<file path="src/rtl/word_memory_pkg.sv">
// Shared encodings for the word_memory block: operation codes and sweep FSM states.
package word_memory_pkg;

  localparam logic [1:0] OP_NOP       = 2'b00;
  localparam logic [1:0] OP_STORE     = 2'b01;
  localparam logic [1:0] OP_FLIP      = 2'b10;
  localparam logic [1:0] OP_CLEAR_ALL = 2'b11;

  localparam logic ST_IDLE  = 1'b0;
  localparam logic ST_CLEAR = 1'b1;

endpackage

</file>
<file path="src/rtl/word_memory_word_register.sv">
// One stored word: clear has priority over store, otherwise the flip mask is XORed in
// (an all-zero mask simply holds the value).
module word_register #(
  parameter int BIT_COUNT = 8
) (
  input  logic                 clk,
  input  logic                 rst_n,
  input  logic                 store_en_i,
  input  logic [BIT_COUNT-1:0] store_data_i,
  input  logic [BIT_COUNT-1:0] flip_mask_i,
  input  logic                 clear_i,
  output logic [BIT_COUNT-1:0] word_o
);

  logic [BIT_COUNT-1:0] word_d;
  logic [BIT_COUNT-1:0] word_q;

  // next-state select for the stored word
  always_comb begin
    word_d = word_q;
    if (clear_i) begin
      word_d = {BIT_COUNT{1'b0}};
    end else if (store_en_i) begin
      word_d = store_data_i;
    end else begin
      word_d = word_q ^ flip_mask_i;
    end
  end

  // word storage
  always_ff @(posedge clk or negedge rst_n) begin
    if (!rst_n) begin
      word_q <= {BIT_COUNT{1'b0}};
    end else begin
      word_q <= word_d;
    end
  end

  assign word_o = word_q;

endmodule

</file>
<file path="src/rtl/word_memory.sv">
// Small word memory with store/flip ops, a one-word-per-cycle CLEAR_ALL sweep and a
// registered single-cycle read port that returns pre-edge data.
module word_memory
  import word_memory_pkg::*;
#(
  parameter int BIT_COUNT  = 8,
  parameter int WORD_COUNT = 4
) (
  input  logic                          clk,
  input  logic                          rst_n,
  input  logic                          op_valid,
  input  logic [1:0]                    op,
  input  logic [$clog2(WORD_COUNT)-1:0] addr,
  input  logic [BIT_COUNT-1:0]          data,
  output logic                          busy,
  input  logic                          rd_en,
  input  logic [$clog2(WORD_COUNT)-1:0] rd_addr,
  output logic [BIT_COUNT-1:0]          rd_data,
  output logic                          rd_valid
);

  localparam int ADDR_WIDTH = $clog2(WORD_COUNT);
  localparam logic [ADDR_WIDTH-1:0] LAST_IDX = ADDR_WIDTH'(WORD_COUNT - 1);

  logic                  state_d, state_q;
  logic [ADDR_WIDTH-1:0] k_d, k_q;
  logic                  busy_q;
  logic                  ready_q;
  logic                  accept_s;
  logic [BIT_COUNT-1:0]  rd_word_s;
  logic [BIT_COUNT-1:0]  rd_data_d, rd_data_q;
  logic                  rd_valid_d, rd_valid_q;

  logic [BIT_COUNT-1:0]  words_s     [WORD_COUNT];
  logic [BIT_COUNT-1:0]  flip_mask_s [WORD_COUNT];
  logic [WORD_COUNT-1:0] store_en_s;
  logic [WORD_COUNT-1:0] clear_s;

  // ready_q blocks op acceptance on the first edge after reset release
  assign accept_s = op_valid && (state_q == ST_IDLE) && ready_q;

  for (genvar i = 0; i < WORD_COUNT; i++) begin : g_word
    logic sel_s;
    assign sel_s          = (addr == ADDR_WIDTH'(i));
    assign store_en_s[i]  = accept_s && (op == OP_STORE) && sel_s;
    assign flip_mask_s[i] = (accept_s && (op == OP_FLIP) && sel_s) ? data : {BIT_COUNT{1'b0}};
    assign clear_s[i]     = (state_q == ST_CLEAR) && (k_q == ADDR_WIDTH'(i));

    word_register #(.BIT_COUNT(BIT_COUNT)) u_word (
      .clk          (clk),
      .rst_n        (rst_n),
      .store_en_i   (store_en_s[i]),
      .store_data_i (data),
      .flip_mask_i  (flip_mask_s[i]),
      .clear_i      (clear_s[i]),
      .word_o       (words_s[i])
    );
  end

  // sweep FSM and index
  always_comb begin
    state_d = state_q;
    k_d     = k_q;
    case (state_q)
      ST_IDLE: begin
        if (accept_s && (op == OP_CLEAR_ALL)) begin
          state_d = ST_CLEAR;
          k_d     = {ADDR_WIDTH{1'b0}};
        end else begin
          state_d = ST_IDLE;
        end
      end
      ST_CLEAR: begin
        if (k_q == LAST_IDX) begin
          state_d = ST_IDLE;
          k_d     = {ADDR_WIDTH{1'b0}};
        end else begin
          k_d = k_q + ADDR_WIDTH'(1);
        end
      end
      default: begin
        state_d = ST_IDLE;
        k_d     = {ADDR_WIDTH{1'b0}};
      end
    endcase
  end

  // read mux; indices with no word fall through to zero
  always_comb begin
    rd_word_s = {BIT_COUNT{1'b0}};
    for (int i = 0; i < WORD_COUNT; i++) begin
      rd_word_s = rd_word_s | (words_s[i] & {BIT_COUNT{rd_addr == ADDR_WIDTH'(i)}});
    end
    rd_data_d  = rd_en ? rd_word_s : rd_data_q;
    rd_valid_d = rd_en;
  end

  // control and read registers
  always_ff @(posedge clk or negedge rst_n) begin
    if (!rst_n) begin
      state_q    <= ST_IDLE;
      k_q        <= {ADDR_WIDTH{1'b0}};
      busy_q     <= 1'b0;
      ready_q    <= 1'b0;
      rd_data_q  <= {BIT_COUNT{1'b0}};
      rd_valid_q <= 1'b0;
    end else begin
      state_q    <= state_d;
      k_q        <= k_d;
      busy_q     <= (state_d == ST_CLEAR);
      ready_q    <= 1'b1;
      rd_data_q  <= rd_data_d;
      rd_valid_q <= rd_valid_d;
    end
  end

  assign busy     = busy_q;
  assign rd_data  = rd_data_q;
  assign rd_valid = rd_valid_q;

endmodule

</file>
<file path="config.mk">
export PLATFORM = sky130hd
export DESIGN_NAME = word_memory
export DESIGN_NICKNAME = d
export VERILOG_FILES = /design/src/rtl/word_memory_pkg.sv /design/src/rtl/word_memory_word_register.sv /design/src/rtl/word_memory.sv
export SDC_FILE = /design/constraint.sdc
export NUM_CORES = 1
export LEC_CHECK = 0
export CORE_ASPECT_RATIO = 1.1
export CORE_MARGIN = 1.5
export CORE_UTILIZATION = 35
export CTS_CLUSTER_DIAMETER = 50
export DETAILED_ROUTE_END_ITERATION = 10
export GPL_TIMING_DRIVEN = 0
export PLACE_DENSITY = 0.55
export SLEW_MARGIN = 30
export SYNTH_ARGS = -nofsm -noshare
export SYNTH_HDL_FRONTEND = slang
export SYNTH_SLANG_ARGS = --single-unit
</file>
<file path="constraint.sdc">
create_clock -name clk -period 2.5 [get_ports clk]
set_clock_uncertainty 0.2 [all_clocks]
set_input_delay 0.5 -clock clk [delete_from_list [all_inputs] [get_ports clk]]
set_output_delay 0.5 -clock clk [all_outputs]
set_load 0.005 [all_outputs]
</file>
* After elaboration in Yosys (flattened, before gate mapping)
Cells that the tools add are included.
** Cells by class
- Add/subtract/negate cells :: 1
- Equality and inequality tests :: 13
- Mux-type cells :: 18
- Bitwise operators :: 12
- Reduce and logical (&&, ||, !) cells :: 20
** Operators with widths (number)
- $mux 8 :: 12
- $and 8x8->8 :: 4
- $xor 8x8->8 :: 4
- $or 8x8->8 :: 3
- $logic_and 1x1->1 :: 17
- $eq 2x2->1 const B :: 8
- $eq 2x1->1 const B :: 4
- $logic_not 2->1 :: 3
- $mux 2 :: 2
- $pmux 2 s2 :: 1
- $add 2x1->2 const B :: 1
- $mux 1 :: 2
- $ne 2x1->1 const B :: 1
- $pmux 1 s2 :: 1
- $not 1->1 :: 1
** Word-level totals
- Register bits after elaboration :: 45
- Bits of input ports :: 18
- Output and inout bits :: 10
- Logic and storage cells :: 73

* Logic depth before layout (Yosys ltp)
- Word-level depth :: 9
- Mapped depth :: 6
- Depth with buffers taken out :: 6

* Modules after synthesis
From an unflattened synthesis, not the netlist that was laid out.
** Unflattened totals
- Cell total of the unflattened synthesis :: 269
- Area total of the unflattened synthesis :: 2857.7 um2
** By module, submodules not included
- word_register :: times used 4, cells an instance 34, area each 427.9 um2, sequential area each 200.2 um2
- word_memory :: times used 1, cells an instance 133, area each 1146.1 um2, sequential area each 325.3 um2

* Worst setup path after synthesis
No wires, ideal clock.
- Kind :: input to register
- Start :: in rd_addr[0]
- End :: reg rd_data_q[0], in the netlist rd_data[0]
- Library setup time :: 0.125 ns
- Arrival time :: 1.497 ns
- Data required time :: 2.175 ns
- Setup slack :: 0.679 ns
- Stages :: 3
- Path buffers :: 1
- Cell sequence :: buf_2 -> mux4_2 -> mux2_2
** On the way
- Word-level cells in the longest chain between the ends :: 5
- Elaborated cells on any way between the ends :: 11
- Those cells by class :: eq/ne: 3; bitwise: 7; reduce/logical: 1
** Ends and longest elaborated chain
- start: declaration :: RTL line word_memory.sv:17 : input logic [$clog2(WORD_COUNT)-1:0] rd_addr,
- $eq 2x1->1 or $logic_not 2->1 (tied branches) :: RTL line word_memory.sv:92 : rd_word_s = rd_word_s | (words_s[i] & {BIT_COUNT{rd_addr == ADDR_WIDTH'(i)}});
- $and 8x8->8 :: RTL line word_memory.sv:92
- $or 8x8->8 (2 in a row) :: RTL line word_memory.sv:92
- $or 8x8->8 * :: RTL line word_memory.sv:92
- end signal: assignment :: RTL line word_memory.sv:105 : rd_data_q <= {BIT_COUNT{1'b0}};
- end signal: assignment :: RTL line word_memory.sv:112 : rd_data_q <= rd_data_d;
- end: declaration :: RTL line word_memory.sv:31 : logic [BIT_COUNT-1:0] rd_data_d, rd_data_q;
Mark *: on every way between the ends. The rest lies on a longest branch, timed or not.
A chain may end at the register's enable or synchronous reset.

* Worst setup path after layout
- Start :: in addr[0]
- End :: reg g_word[1].u_word.word_q[7]
** On the way
- Word-level cells in the longest chain between the ends :: 6
- Elaborated cells on any way between the ends :: 7
- Those cells by class :: eq/ne: 1; mux: 3; bitwise: 1; reduce/logical: 2
** Ends and longest elaborated chain
- start: declaration :: RTL line word_memory.sv:13 : input logic [$clog2(WORD_COUNT)-1:0] addr,
- $eq 2x1->1 * :: RTL line word_memory.sv:44 : assign sel_s = (addr == ADDR_WIDTH'(i));
- $logic_and 1x1->1 :: RTL line word_memory.sv:46 : assign flip_mask_s[i] = (accept_s && (op == OP_FLIP) && sel_s) ? data : {BIT_COUNT{1'b0}};
- $mux 8 :: RTL line word_memory.sv:46
- $xor 8x8->8 :: RTL line word_memory_word_register.sv:26 : word_d = word_q ^ flip_mask_i;
- $mux 8 * :: RTL line word_memory_word_register.sv:23 : end else if (store_en_i) begin
- $mux 8 * :: RTL line word_memory_word_register.sv:21 : if (clear_i) begin
- named net g_word[1].u_word.word_d[7] :: RTL line word_memory_word_register.sv:15 : logic [BIT_COUNT-1:0] word_d;
- end signal: assignment :: RTL line word_memory_word_register.sv:33 : word_q <= {BIT_COUNT{1'b0}};
- end signal: assignment :: RTL line word_memory_word_register.sv:35 : word_q <= word_d;
- end: declaration :: RTL line word_memory_word_register.sv:16 : logic [BIT_COUNT-1:0] word_q;
Mark *: on every way through the listed nets, which the timed path passes. The rest lies on a longest branch.

==> results.txt <==
----------------------------------------------------
[Outcome]
  Run status ... finished, violations left
  Failing checks ... DRC

[Clock network]
  TritonCTS clock tree ... done
  Postcts setup bufs ... 0
  Worst skew pair latency ... 0.30 ns
  Root buffer cell ... sky130_fd_sc_hd__clkbuf_8
  CTS Buf Count ... 5
  Number of gates given a new drive strength after cts ... 0
  Hold_buf cts ... 0
  Number of H-tree branching levels ... 2
  Clock slew at the register clock pins of the worst setup and hold paths ... 0.09 ns
  Max clock buf depth ... 2
  Sink Count ... 45

[Finish]
  Diode insertion count for antenna repair ... 0
  Area occupied by registers ... 0.00113 mm²
  Post-layout nets ... 278
  Area of combinational cells with multiple inputs ... 0.00140 mm²
  Share of cells above drive strength 1 ... 0.160
  Post-route core utilization ... 0.425
  FILL cells ... 703
  Layout area overhead ... 16.9%
  Most frequent cells in the layout ... 45 x sky130_fd_sc_hd__nand2_1, 45 x sky130_fd_sc_hd__dfrtp_1, 29 x sky130_fd_sc_hd__mux2i_1

[Setup path]
  Sum of buffers and inverters on the critical path ... 1
  Data required time at the worst endpoint ... 2.48 ns
  Critical path peak fanout ... 8
  Critical path start-end classification ... in2reg
  Stage delay of the slowest cell on the critical path ... 0.68 ns
  Data arrival time of the critical path ... 2.31 ns
  Cell breakdown of the critical path ... clkdlybuf4s50_1 > nand3_2 > nor3_4 > a21oi_1 > or3_1
  Cell type group with the largest total delay on the critical path ... simple AND/OR/NAND/NOR gates
  Crit end category ... flop
  Critical path startpoint category ... input pin
  Internal reg-to-reg setup slack ... 0.47 ns
  Cell with the largest stage delay on the worst path ... sky130_fd_sc_hd__clkdlybuf4s50_1

[Power and ir drop]
  Leakage power ... 1.27 nW
  Clock power share ... 0.167
  Max IR drop VDD ... 0.346 mV
  Pwr Total ... 0.00271 W
  Reported net switching power ... 0.000901 W
  Comb power frac ... 0.349
  Power per unit of standard cell area ... 898 mW/mm²
  Power share of the sequential group ... 0.483
  Switching Fraction ... 0.333
  Cell internal pwr ... 0.00181 W

[Global route]
  Total congestion overflow after global routing ... 0
  Antenna violations before repair ... 0
  Pin count of the biggest net entering global routing ... 46
  Wire length of the first global-routing pass ... 11000 µm
  Total GRT Usage ... 0.188
  Vias in the first global route ... 1911

[Yosys]
  Cell taking the most area after synthesis ... sky130_fd_sc_hd__dfrtp_1
  Largest cells by area after synthesis ... sky130_fd_sc_hd__dfrtp_1 44%, sky130_fd_sc_hd__mux2i_1 11%, sky130_fd_sc_hd__a32o_1 11%, sky130_fd_sc_hd__mux4_2 7.0%, sky130_fd_sc_hd__nand2_1 6.5%
  Number of synthesized flops with an enable pin ... 0
  Cells after Synth ... 225
  Post-synth ARST share ... 1.00
  Avg Synthesized Cell Area ... 11.5 µm²
  Total of flip-flops plus latches after synthesis ... 45
  Area of the mapped netlist ... 0.00258 mm²
  Fraction of the yosys area taken by sequential cells ... 0.436
  Top-area cell type share of the netlist area ... 0.436
  Post-synthesis net count ... 247
  Total number of yosys warnings ... 0
  Most frequently used flop master after synthesis ... sky130_fd_sc_hd__dfrtp_1
  Distinct cell type count after synthesis ... 34

[Routing]
  Drt via density ... 5.72
  Number of nets still failing antenna checks after routing ... 0
  Number of detailed-route iterations in the first pass ... 7
  Drt total wl ... 6920 µm
  Residual DRC ... 2
  Wire length per cell ... 20.2 µm
  DR vias ... 1955
  Initial drt markers ... 73

[Placed design]
  RD Place Congestion ... 0.788
  Number of input and output port buffers inserted ... 24
  Placed wire-length estimate ... 4370 µm
  Worst slack at placement ... -0.141 ns

[Timing]
  Minimum setup slack in the final design ... 0.169 ns
  Remaining max-slew budget at the tightest pin ... 0.526
  Final Cycle Share ... 0.932
  Setup violation total in the final timing report ... 0
  Post-route worst hold slack ... 0.00750 ns
  Number of endpoints with negative hold slack in the final report ... 0
  Transition time at the pin with the least slew margin ... 0.706 ns
  Setup total negative slack ... 0 ns
  Unrepaired setup endpoints after global routing ... no
  Final critical path time including I/O delays and setup ... 2.33 ns
  F_max ... 0.429 GHz
  Count of final max-slew check failures ... 0

[Floorplanning]
  Area enclosed by the die boundary ... 0.00790 mm²
  Core area ... 0.00709 mm²
  # rows ... 32
  Number of ports placed on the die boundary ... 28
  Initial Utilization ... 0.364
  Die Ht ... 93.0 µm
  Die extent in x ... 84.9 µm

[Worst hold path]
  Class of the most critical hold timing path ... in2async

[Flow run]
  Max-cap violations ... 0

----------------------------------------------------
registers in the layout, indices dropped and copies added, names as in the netlist:
register	count
busy	1
g_word.u_word.word_o	32
k_q	2
rd_data	8
rd_valid	1
ready_q	1
kinds of logic after synthesis:
| kind of cell | after synthesis | synth area share |
|---|---|---|
| other | 1 | 0.00145 |
| XOR/XNOR | 1 | 0.00340 |
| flip-flops | 45 | 0.436 |
| buffers and inverters | 13 | 0.0228 |
| adder cells (fa/ha/maj) | 4 | 0.0194 |
| AO/OA/AOI/OAI | 42 | 0.145 |
| multiplexers | 45 | 0.217 |
| AND/OR/NAND/NOR | 74 | 0.154 |
power groups by stage:
stage	clock network (W)	logic [W]	registers, W
after floorplan	0	0.000634	0.00127
after global placement	0	0.000938	0.00131
after detailed placement	0	0.000949	0.00133
after CTS	0.000471	0.000951	0.00131
after global routing	0.000499	0.00103	0.00136
final	0.000453	0.000946	0.00131
layer usage:
layer / track usage / up-vias / part of all wire
met5: 0 / - / 0
met4: 0.0587 / 0 / 0.013
met3: 0.0300 / 8 / 0.031
met2: 0.303 / 39 / 0.48
met1: 0.259 / 990 / 0.48
li1: - / 918 / -
through the flow:
| stage | instance area [µm²] | instances |
|---|---|---|
| floorplan | 2580 | 225 |
| global route | 3020 | 342 |
| detailed placement | 2930 | 334 |
| global placement | 2930 | 334 |
| CTS | 3020 | 342 |
| finish | 3020 | 342 |
cell type report:
class / count / share of cell area
clock inverter: 2 / 0.00332
inverter: 2 / 0.00249
tap: 85 / 0.0353
sequential: 45 / 0.373
clock buffer: 6 / 0.0241
multi-input combinational: 167 / 0.466
buffer: 11 / 0.0170
timing repair buffer: 24 / 0.0788
cell usage after synthesis, drive strengths merged, types with 4 or more instances:
cell type  count
mux2           8
a21o           8
mux4           8
ha             4
nand2         45
nor2           6
buf            9
dfrtp         45
a32o          28
mux2i         29
worst paths after layout:
check / start / end / cells after the start
hold reg to reg: rd_data[1]$_DFFE_PN0P_ / rd_data[1]$_DFFE_PN0P_ / 1
max in group asynchronous: rst_n / g_word[2].u_word.word_o[4]$_DFF_PN0_ / 1
setup / recovery: addr[0] / g_word[1].u_word.word_o[7]$_DFF_PN0_ / 5
setup reg to reg: busy$_DFF_PN0_ / g_word[1].u_word.word_o[7]$_DFF_PN0_ / 5
min in group clk: rd_data[1]$_DFFE_PN0P_ / rd_data[1]$_DFFE_PN0P_ / 1
hold / removal: rst_n / rd_data[1]$_DFFE_PN0P_ / 1
(Power assumes the default switching activity.)
